`src/rtl/mem_arbiter_pkg.sv`:
```
// Shared types for the unified-memory arbiter: access sizes, FSM states,
// winner encoding and the address alignment rule.
package mem_arbiter_pkg;

   localparam int CNT_W = 4;

   typedef enum logic [1:0] {
      SIZE_BYTE = 2'd0,
      SIZE_HALF = 2'd1,
      SIZE_WORD = 2'd2
   } mem_access_size_t;

   typedef enum logic [2:0] {
      IDLE,
      BUSY_I,
      BUSY_D,
      ERR_I,
      ERR_D
   } mem_arb_state_t;

   typedef enum logic [1:0] {
      WIN_NONE,
      WIN_I,
      WIN_D
   } mem_arb_winner_t;

   function automatic logic mem_addr_aligned(input logic [1:0] addr_lo, input mem_access_size_t size);
      logic ok;
      case (size)
         SIZE_BYTE: ok = 1'b1;
         SIZE_HALF: ok = ~addr_lo[0];
         SIZE_WORD: ok = (addr_lo == 2'b00);
         default:   ok = 1'b0; // encoding 3 is rejected like a misaligned access
      endcase
      return ok;
   endfunction

endpackage

```
`src/rtl/mem_arbiter_if.sv`:
```
// Requester and downstream-memory signals of the arbiter; slave = arbiter side,
// master = the surrounding requesters and memory.
interface mem_arbiter_if #(
   parameter int ADDR_W = 32
);
   import mem_arbiter_pkg::*;

   logic              ireq_i;
   logic [ADDR_W-1:0] iaddr_i;
   logic              idone_o;
   logic [31:0]       irdata_o;
   logic              ierr_o;

   logic              dreq_i;
   logic [ADDR_W-1:0] daddr_i;
   mem_access_size_t  dsize_i;
   logic              dwe_i;
   logic [31:0]       dwdata_i;
   logic              ddone_o;
   logic [31:0]       drdata_o;
   logic              derr_o;

   logic              mem_req_o;
   logic [ADDR_W-1:0] mem_addr_o;
   mem_access_size_t  mem_size_o;
   logic              mem_we_o;
   logic [31:0]       mem_wdata_o;
   logic              mem_ack_i;
   logic [31:0]       mem_rdata_i;

   modport slave (
      input  ireq_i, iaddr_i, dreq_i, daddr_i, dsize_i, dwe_i, dwdata_i,
             mem_ack_i, mem_rdata_i,
      output idone_o, irdata_o, ierr_o, ddone_o, drdata_o, derr_o,
             mem_req_o, mem_addr_o, mem_size_o, mem_we_o, mem_wdata_o
   );

   modport master (
      output ireq_i, iaddr_i, dreq_i, daddr_i, dsize_i, dwe_i, dwdata_i,
             mem_ack_i, mem_rdata_i,
      input  idone_o, irdata_o, ierr_o, ddone_o, drdata_o, derr_o,
             mem_req_o, mem_addr_o, mem_size_o, mem_we_o, mem_wdata_o
   );

endinterface

```
`src/rtl/mem_arb_pick.sv`:
```
// Priority policy: data first, except fetch wins once it has been passed over
// STARVE_LIMIT consecutive times.
module mem_arb_pick
   import mem_arbiter_pkg::*;
#(
   parameter int STARVE_LIMIT = 4
) (
   input  logic             ireq,
   input  logic             dreq,
   input  logic [CNT_W-1:0] starve_cnt,
   output mem_arb_winner_t  winner
);

   localparam logic [CNT_W-1:0] LIMIT = CNT_W'(STARVE_LIMIT);

   always_comb begin
      winner = WIN_NONE;
      if (ireq && dreq && (starve_cnt == LIMIT)) begin
         winner = WIN_I;
      end else if (dreq) begin
         winner = WIN_D;
      end else if (ireq) begin
         winner = WIN_I;
      end
   end

endmodule

```
`src/rtl/mem_arbiter.sv`:
```
// Serialises fetch and data requests onto one single-ported memory, rejecting
// misaligned accesses locally.
//
// state  | meaning
// IDLE   | no transaction; picks a winner from the pending requests
// BUSY_I | fetch in flight downstream, waiting for mem_ack_i
// BUSY_D | data access in flight downstream, waiting for mem_ack_i
// ERR_I  | misaligned fetch, one-cycle error completion
// ERR_D  | misaligned or bad-size data access, one-cycle error completion
module mem_arbiter
   import mem_arbiter_pkg::*;
#(
   parameter int STARVE_LIMIT = 4,
   parameter int ADDR_W       = 32
) (
   input  logic           clk_i,
   input  logic           reset_ni,
   mem_arbiter_if.slave   bus
);

   localparam logic [CNT_W-1:0] LIMIT = CNT_W'(STARVE_LIMIT);

   mem_arb_state_t    state_q, state_d;
   mem_arb_winner_t   winner;
   logic [CNT_W-1:0]  starve_cnt;
   logic              i_aligned, d_aligned;

   logic [ADDR_W-1:0] mem_addr_q;
   mem_access_size_t  mem_size_q;
   logic              mem_we_q;
   logic [31:0]       mem_wdata_q;

   logic              mem_req, idone, ierr, ddone, derr;
   logic [31:0]       irdata, drdata;

   assign i_aligned = mem_addr_aligned(bus.iaddr_i[1:0], SIZE_WORD);
   assign d_aligned = mem_addr_aligned(bus.daddr_i[1:0], bus.dsize_i);

   mem_arb_pick #(.STARVE_LIMIT(STARVE_LIMIT)) u_pick (
      .ireq       (bus.ireq_i),
      .dreq       (bus.dreq_i),
      .starve_cnt (starve_cnt),
      .winner     (winner)
   );

   always_ff @(posedge clk_i or negedge reset_ni) begin
      if (!reset_ni) state_q <= IDLE;
      else           state_q <= state_d;
   end

   always_comb begin
      state_d = state_q;
      case (state_q)
         IDLE: begin
            if (winner == WIN_I)      state_d = i_aligned ? BUSY_I : ERR_I;
            else if (winner == WIN_D) state_d = d_aligned ? BUSY_D : ERR_D;
         end
         BUSY_I, BUSY_D: if (bus.mem_ack_i) state_d = IDLE;
         ERR_I, ERR_D:   state_d = IDLE;
         default:        state_d = IDLE;
      endcase
   end

   always_comb begin
      mem_req = 1'b0;
      idone   = 1'b0;
      ierr    = 1'b0;
      irdata  = '0;
      ddone   = 1'b0;
      derr    = 1'b0;
      drdata  = '0;
      case (state_q)
         BUSY_I: begin
            mem_req = 1'b1;
            idone   = bus.mem_ack_i;
            irdata  = bus.mem_ack_i ? bus.mem_rdata_i : '0;
         end
         BUSY_D: begin
            mem_req = 1'b1;
            ddone   = bus.mem_ack_i;
            drdata  = bus.mem_ack_i ? bus.mem_rdata_i : '0;
         end
         ERR_I: begin
            idone = 1'b1;
            ierr  = 1'b1;
         end
         ERR_D: begin
            ddone = 1'b1;
            derr  = 1'b1;
         end
         default: ;
      endcase
   end

   // Downstream registers only load on an aligned grant; errors leave them untouched.
   always_ff @(posedge clk_i or negedge reset_ni) begin
      if (!reset_ni) begin
         mem_addr_q  <= '0;
         mem_size_q  <= SIZE_BYTE;
         mem_we_q    <= 1'b0;
         mem_wdata_q <= '0;
      end else if (state_q == IDLE) begin
         if (winner == WIN_I && i_aligned) begin
            mem_addr_q  <= bus.iaddr_i;
            mem_size_q  <= SIZE_WORD;
            mem_we_q    <= 1'b0;
            mem_wdata_q <= '0;
         end else if (winner == WIN_D && d_aligned) begin
            mem_addr_q  <= bus.daddr_i;
            mem_size_q  <= bus.dsize_i;
            mem_we_q    <= bus.dwe_i;
            mem_wdata_q <= bus.dwdata_i;
         end
      end
   end

   always_ff @(posedge clk_i or negedge reset_ni) begin
      if (!reset_ni) begin
         starve_cnt <= '0;
      end else if (state_q == IDLE && winner != WIN_NONE) begin
         if (winner == WIN_D && bus.ireq_i)
            starve_cnt <= (starve_cnt == LIMIT) ? starve_cnt : starve_cnt + 1'b1;
         else
            starve_cnt <= '0;
      end
   end

   assign bus.mem_req_o   = mem_req;
   assign bus.mem_addr_o  = mem_addr_q;
   assign bus.mem_size_o  = mem_size_q;
   assign bus.mem_we_o    = mem_we_q;
   assign bus.mem_wdata_o = mem_wdata_q;
   assign bus.idone_o     = idone;
   assign bus.irdata_o    = irdata;
   assign bus.ierr_o      = ierr;
   assign bus.ddone_o     = ddone;
   assign bus.drdata_o    = drdata;
   assign bus.derr_o      = derr;

endmodule

```
`src/flat_wrapper.sv`:
```
// flat-port wrapper written by rule: the top's interface ports become plain ports
module mem_arbiter_flat import mem_arbiter_pkg::*;
#(
   parameter int STARVE_LIMIT = 4,
   parameter int ADDR_W       = 32
)
  (clk_i, reset_ni, bus_ireq_i, bus_iaddr_i, bus_dreq_i, bus_daddr_i, bus_dsize_i, bus_dwe_i, bus_dwdata_i, bus_mem_ack_i, bus_mem_rdata_i, bus_idone_o, bus_irdata_o, bus_ierr_o, bus_ddone_o, bus_drdata_o, bus_derr_o, bus_mem_req_o, bus_mem_addr_o, bus_mem_size_o, bus_mem_we_o, bus_mem_wdata_o);
  mem_arbiter_if #(.ADDR_W(ADDR_W)) bus_i ();
  input  logic clk_i;
  input  logic reset_ni;
  input wire logic [$bits(bus_i.ireq_i)-1:0] bus_ireq_i;
  input wire logic [$bits(bus_i.iaddr_i)-1:0] bus_iaddr_i;
  input wire logic [$bits(bus_i.dreq_i)-1:0] bus_dreq_i;
  input wire logic [$bits(bus_i.daddr_i)-1:0] bus_daddr_i;
  input wire logic [$bits(bus_i.dsize_i)-1:0] bus_dsize_i;
  input wire logic [$bits(bus_i.dwe_i)-1:0] bus_dwe_i;
  input wire logic [$bits(bus_i.dwdata_i)-1:0] bus_dwdata_i;
  input wire logic [$bits(bus_i.mem_ack_i)-1:0] bus_mem_ack_i;
  input wire logic [$bits(bus_i.mem_rdata_i)-1:0] bus_mem_rdata_i;
  output wire logic [$bits(bus_i.idone_o)-1:0] bus_idone_o;
  output wire logic [$bits(bus_i.irdata_o)-1:0] bus_irdata_o;
  output wire logic [$bits(bus_i.ierr_o)-1:0] bus_ierr_o;
  output wire logic [$bits(bus_i.ddone_o)-1:0] bus_ddone_o;
  output wire logic [$bits(bus_i.drdata_o)-1:0] bus_drdata_o;
  output wire logic [$bits(bus_i.derr_o)-1:0] bus_derr_o;
  output wire logic [$bits(bus_i.mem_req_o)-1:0] bus_mem_req_o;
  output wire logic [$bits(bus_i.mem_addr_o)-1:0] bus_mem_addr_o;
  output wire logic [$bits(bus_i.mem_size_o)-1:0] bus_mem_size_o;
  output wire logic [$bits(bus_i.mem_we_o)-1:0] bus_mem_we_o;
  output wire logic [$bits(bus_i.mem_wdata_o)-1:0] bus_mem_wdata_o;
  assign bus_i.ireq_i = bus_ireq_i;
  assign bus_i.iaddr_i = bus_iaddr_i;
  assign bus_i.dreq_i = bus_dreq_i;
  assign bus_i.daddr_i = bus_daddr_i;
  assign bus_i.dsize_i = bus_dsize_i;
  assign bus_i.dwe_i = bus_dwe_i;
  assign bus_i.dwdata_i = bus_dwdata_i;
  assign bus_i.mem_ack_i = bus_mem_ack_i;
  assign bus_i.mem_rdata_i = bus_mem_rdata_i;
  assign bus_idone_o = bus_i.idone_o;
  assign bus_irdata_o = bus_i.irdata_o;
  assign bus_ierr_o = bus_i.ierr_o;
  assign bus_ddone_o = bus_i.ddone_o;
  assign bus_drdata_o = bus_i.drdata_o;
  assign bus_derr_o = bus_i.derr_o;
  assign bus_mem_req_o = bus_i.mem_req_o;
  assign bus_mem_addr_o = bus_i.mem_addr_o;
  assign bus_mem_size_o = bus_i.mem_size_o;
  assign bus_mem_we_o = bus_i.mem_we_o;
  assign bus_mem_wdata_o = bus_i.mem_wdata_o;
  mem_arbiter #(.STARVE_LIMIT(STARVE_LIMIT), .ADDR_W(ADDR_W)) u_core (.clk_i(clk_i), .reset_ni(reset_ni), .bus(bus_i));
endmodule
```
`config.mk`:
```
export PLATFORM = sky130hd
export DESIGN_NAME = mem_arbiter_flat
export DESIGN_NICKNAME = d
export VERILOG_FILES = /design/src/rtl/mem_arbiter_pkg.sv /design/src/rtl/mem_arbiter_if.sv /design/src/rtl/mem_arb_pick.sv /design/src/rtl/mem_arbiter.sv /design/src/flat_wrapper.sv
export SDC_FILE = /design/constraint.sdc
export NUM_CORES = 1
export LEC_CHECK = 0
export ABC_AREA = 1
export ABC_CLOCK_PERIOD_IN_PS = 4100
export CAP_MARGIN = 20
export CORE_MARGIN = 2
export CORE_UTILIZATION = 25
export CTS_BUF_LIST = sky130_fd_sc_hd__clkbuf_4 sky130_fd_sc_hd__clkbuf_8
export DETAILED_ROUTE_END_ITERATION = 10
export GPL_TIMING_DRIVEN = 0
export HOLD_SLACK_MARGIN = 0.1
export PLACE_DENSITY = 0.71
export SETUP_SLACK_MARGIN = 0.15
export SLEW_MARGIN = 20
export SYNTH_ARGS = -nofsm -noshare
export SYNTH_HDL_FRONTEND = slang
export SYNTH_SLANG_ARGS = --single-unit
```
`constraint.sdc`:
```
create_clock -name clk_i -period 4.1 [get_ports clk_i]
set_input_delay 0.82 -clock clk_i [delete_from_list [all_inputs] [get_ports clk_i]]
set_output_delay 0.82 -clock clk_i [all_outputs]
set_load 0.01 [all_outputs]
```
== Word-level counts from Yosys, hierarchy flattened ==
Cells that the tools add are included.

* Multiplexer cells: 28
* $add $sub $neg: 1
* Equality and inequality tests: 12
* Bitwise operators: 1
* Reductions and logical operators: 16

{| class="wikitable"
|+ Operator list
! cell !! count
|-
| 32-bit 2-to-1 mux || 7
|-
| 3-bit 2-to-1 mux || 4
|-
| 2-bit 2-to-1 mux || 5
|-
| 4-bit 2-to-1 mux || 2
|-
| 3-bit by 2-bit equality test with 1-bit output (second input constant) || 2
|-
| 1-bit logical AND || 6
|-
| 2-bit logical NOT || 3
|-
| 1-bit 2-to-1 mux || 6
|-
| 3-bit one-hot mux with 2 select lines || 1
|-
| 2-bit AND reduction || 3
|-
| 4-bit by 1-bit adder with 4-bit output (second input constant) || 1
|-
| 2-bit by 1-bit equality test with 1-bit output (second input constant) || 2
|-
| 2-bit equality test (second input constant) || 2
|-
| 4-bit by 3-bit equality test with 1-bit output (second input constant) || 1
|-
| 1-bit one-hot mux with 2 select lines || 2
|-
| 2-bit nonzero test || 2
|-
| 3-bit by 1-bit equality test with 1-bit output (second input constant) || 1
|-
| 3-bit equality test (second input constant) || 1
|-
| 3-bit logical NOT || 1
|-
| 3-bit by 1-bit != test with 1-bit output (second input constant) || 1
|-
| 1-bit one-hot mux with 3 select lines || 1
|-
| 2-bit by 1-bit != test with 1-bit output (second input constant) || 1
|-
| 2-bit != test (second input constant) || 1
|-
| 2-bit OR reduction || 1
|-
| 1-bit NOT || 1
|}

* Input port bits: 136
* Output and inout bits: 136
* Register bits after elaboration: 74
* Logic and storage cells: 64

== Longest topological paths before layout ==
Gate-level depths: netlist (run 1).

* Word-level depth: 7
* Mapped depth: 12
* Gate-level depth less buffers: 10

== Cells and area by module ==
Synthesis (run 1) repeated with hierarchy kept, for this count alone.

* Cells, all modules: 579
* Area, all modules: 4033.9 µm²

{| class="wikitable"
|+ By module, submodules not included
! module !! instances !! area each (µm²) !! cells each !! sequential area each (µm²)
|-
| mem_arbiter || 1 || 3993.8 || 569 || 1851.8
|-
| mem_arb_pick || 1 || 40.0 || 10 || 0.0
|}

== Worst setup path before layout (run 1) ==
Ideal clock, no wire load.

* Kind: input to output
* From: in bus_mem_ack_i
* To: out bus_irdata_o[10]
* Path slack: 1883 ps
* Path buffers: 1
* Cell stages on the path: 3
* Arrival time: 1397 ps
* Data required time: 3280 ps
* Path through: nand4_1 -> clkbuf_1 -> nor2_1

* Word-level cells in the longest chain between the ends: 2

{| class="wikitable"
|+ Ends and longest elaborated chain
! element !! line !! RTL
|-
| start, declared || flat_wrapper.sv:18 || <nowiki>input wire logic [$bits(bus_i.mem_ack_i)-1:0] bus_mem_ack_i;</nowiki>
|-
| 32-bit 2-to-1 mux || mem_arbiter.sv:76 || <nowiki>irdata = bus.mem_ack_i ? bus.mem_rdata_i : '0;</nowiki>
|-
| 32-bit 2-to-1 mux || mem_arbiter.sv:72 || <nowiki>case (state_q)</nowiki>
|-
| end, declared || flat_wrapper.sv:21 || <nowiki>output wire logic [$bits(bus_i.irdata_o)-1:0] bus_irdata_o;</nowiki>
|}

Every way passes these cells.

== Final worst setup path (run 1) ==
* From: in bus_mem_ack_i
* To: out bus_irdata_o[27]

The elaborated chain is that of the path after synthesis.

==> results of run 1 <==
[cell type report]
| cell class | count | area [um^2] | share of cell area, % |
|---|---|---|---|
| clock inverter | 5 | 103.9 | 1.443 |
| inverter | 45 | 168.9 | 2.347 |
| tap | 216 | 270.3 | 3.756 |
| buffer | 35 | 196.4 | 2.730 |
| multi-input combinational | 414 | 1745 | 24.26 |
| clock buffer | 10 | 131.4 | 1.826 |
| sequential | 74 | 1852 | 25.73 |
| timing repair buffer | 271 | 2728 | 37.91 |
[how the worst max path moves through the flow]
stage          slack, ns          start                                     end
2_1_floorplan       1.88  bus_mem_ack_i                        bus_irdata_o[10]
3_3_place_gp       -0.59       reset_ni  u_core.bus.mem_wdata_o[31]$_DFFE_PN0P_
3_5_place_dp        0.57  bus_mem_ack_i                        bus_irdata_o[11]
4_1_cts             0.56  bus_mem_ack_i                        bus_irdata_o[11]
5_1_grt             0.47  bus_mem_ack_i                         bus_irdata_o[5]
6_report            0.57  bus_mem_ack_i                        bus_irdata_o[27]
[state kept, by name, summed over array words and instances (netlist names)]
name                    flops
u_core.bus.mem_wdata_o     32
u_core.bus.mem_we_o         1
u_core.bus.mem_size_o       2
u_core.bus.mem_addr_o      32
u_core.starve_cnt           4
u_core.state_q              3
[metal layers]
| metal | wire, um | GRT usage (%) |
|---|---|---|
| met4 | 233 | 5.313 |
| met5 | 0 | 0 |
| met3 | 1301 | 5.617 |
| met2 | 7185 | 30.18 |
| met1 | 6352 | 20.78 |
[layout by cell type, fill, tap and decap left out, drive strengths merged, types with 3 or more instances in the layout]
master / count
bufinv: 3
o21ai: 7
nor2: 75
nand2: 249
clkbuf: 26
clkdlybuf4s50: 269
dfrtp: 74
inv: 45
buf: 21
nand3: 43
a21oi: 3
nand4: 32
[worst max-delay path: stages]
cell and delay [ns]:
clkdlybuf4s50_1 0.52, nand4_1 0.25, clkbuf_1 0.30, nor2_1 0.23, clkdlybuf4s50_1 0.58
[per-stage QoR]
step	power, mW	hold WS, ns	area [um^2]	setup WS [ns]	instances
6_report	3.883	0.3821	7196	0.5723	1070
5_1_grt	4.160	0.3897	7196	0.4680	1070
4_1_cts	3.938	0.3752	7196	0.5602	1070
3_5_place_dp	3.219	0.4584	6960	0.5661	1055
3_3_place_gp	3.186	0.4533	6935	-0.5877	1054
2_1_floorplan	2.055	0.5057	3963	1.883	568
[cell usage after synthesis]
master,instances
inv_1,41
inv_2,4
nand3_1,41
o21ai_0,7
nand3_2,2
ha_1,2
o22ai_1,1
buf_1,2
nand2_2,2
dfrtp_1,74
nor2_4,1
clkbuf_1,16
buf_2,10
nor3_1,2
buf_6,7
nand4_1,32
nor2_1,74
a21oi_1,3
nand2_1,247
[cell families (layout without fill, tap and decap cells)]
kind of cell | after synthesis | count (layout)
simple gates | 401 | 401
buf+inv | 80 | 366
compound gates | 11 | 11
fa+ha+maj | 2 | 2
flops | 74 | 74
[power breakdown]
group	leakage [nW]	switching, mW	internal (mW)	total [mW]
sequential	0.940	0.188	1.06	1.25
combinational	2.43	0.933	1.01	1.94
clock	0.120	0.289	0.408	0.697
==> out/metrics.yaml, run 1 <==
status:
  outcome: "complete, no violations"
critical_path:
  arrival_ns: 2.71
  startpoint_type: "input port"
  worstReg2RegStart: "u_core.starve_cnt[0]$_DFFE_PN0P_"
  reg2reg_depth: 11
  cp_max_fo: 10
  critPathCaptureType: "primary output"
  regToRegSetupSlack_ns: 2.08
  timing.rr.end: "u_core.bus.mem_wdata_o[28]$_DFFE_PN0P_"
  worstPathRequired_ns: 3.28
  path_class: "in2out"
timing:
  max-slew-margin-rel_pct: 55.87
  max_freq_ghz: 0.2835
  drv_slew: 0
  setup_viol_count_final: 0
  tightest_slew_ns: 0.6595
  finalSetupTns_ns: 0
  period_share_pct: 86.04
  rsz0062_at_grt: "false"
  hold_violations: 0
  period_minus_slack_ns: 3.528
  skew_ns: 0.008444
yosys:
  yosys.area_share.xor_xnor_pct: 0
  seq_area_frac_synth_pct: 46.73
  synth_mux_area_share_pct: 0
  yosysTopAreaCellShare_pct: 46.73
  ys_types: 19
  synth_top_cell_by_area: "dfrtp_1"
  yosysWarnings: 0
  synth_area_per_cell_um2: 6.976
  synth_compound_area_share_pct: 1.421
  yosys.area_share.adder_pct: 0.6315
  yosys-top-cells-area: "dfrtp_1 (47%), nand2_1 (23%), nor2_1 (7.0%)"
  syn_area_um2: 3963
  synth_top_family_by_area: "simple AND/OR/NAND/NOR gates"
  synthCells: 568
  synthSimpleGateAreaFrac_pct: 42.00
  synth_nets: 706
  synth-seq-cells: 74
cts:
  cts_root_buffer: "clkbuf_8"
  numCtsBuffers: 9
  hold_buffers: 0
  clockBufferDepth: 2
  ctsResizeCount: 0
  tritoncts: "yes"
  clk_pin_slew_ns: 0.08
  cts_max_level: 3
  cts.sinks: 74
  clk_latency_ns: 0.37
  cts_setup_buffers: 0
detailed_routing:
  wirelength_mm: 15.07
  wl_per_cell_um: 14.09
  vias: 4583
  viasPerCell: 4.283
  drtIter0Drc: 145
  ant_nets: 0
  drc: 0
  firstDrtPassIters: 5
job:
  maxCapViolCount: 0
grt:
  grt_use_total_pct: 17.48
  grt_pass1_vias: 4270
  overflow: 0
  grt_pass1_wl_mm: 22.69
  antenna_found_initial: 0
  grt_start_max_net_pins: 47
placement:
  port_buffers: 270
  gp_routability_congestion: 0.7695
  place_hpwl_mm: 11.61
final_layout:
  diodes: 0
  fillCellCount: 1566
  syn_to_final_growth_pct: 81.59
  drive_gt1_share_pct: 5.035
  nets: 988
  final_util_pct: 45.80
die:
  fp.dieW_um: 129.9
  start_util_pct: 25.22
  fp.dieH_um: 129.9
  core_area_um2: 15710
  ioPinCount: 272
  num_rows: 46
  design.die.area_um2: 16870
power:
  p_leak_nw: 3.490
  peakVddDrop_uv: 315.9
  powerDensity_nw_per_um2: 539.6
min_path:
  min_path_type: "in2async"
(Power assumes the default switching activity.)
==> run 2, diff against run 1 <==
--- a/config.mk
+++ b/config.mk
@@ -11,6 +11,7 @@
 export CORE_MARGIN = 2
 export CORE_UTILIZATION = 25
 export CTS_BUF_LIST = sky130_fd_sc_hd__clkbuf_4 sky130_fd_sc_hd__clkbuf_8
+export CTS_CLUSTER_SIZE = 28
 export DETAILED_ROUTE_END_ITERATION = 10
 export GPL_TIMING_DRIVEN = 0
 export HOLD_SLACK_MARGIN = 0.1
==> results of run 2 <==
No change in the layout: final DEF, timing and power equal those of run 1.
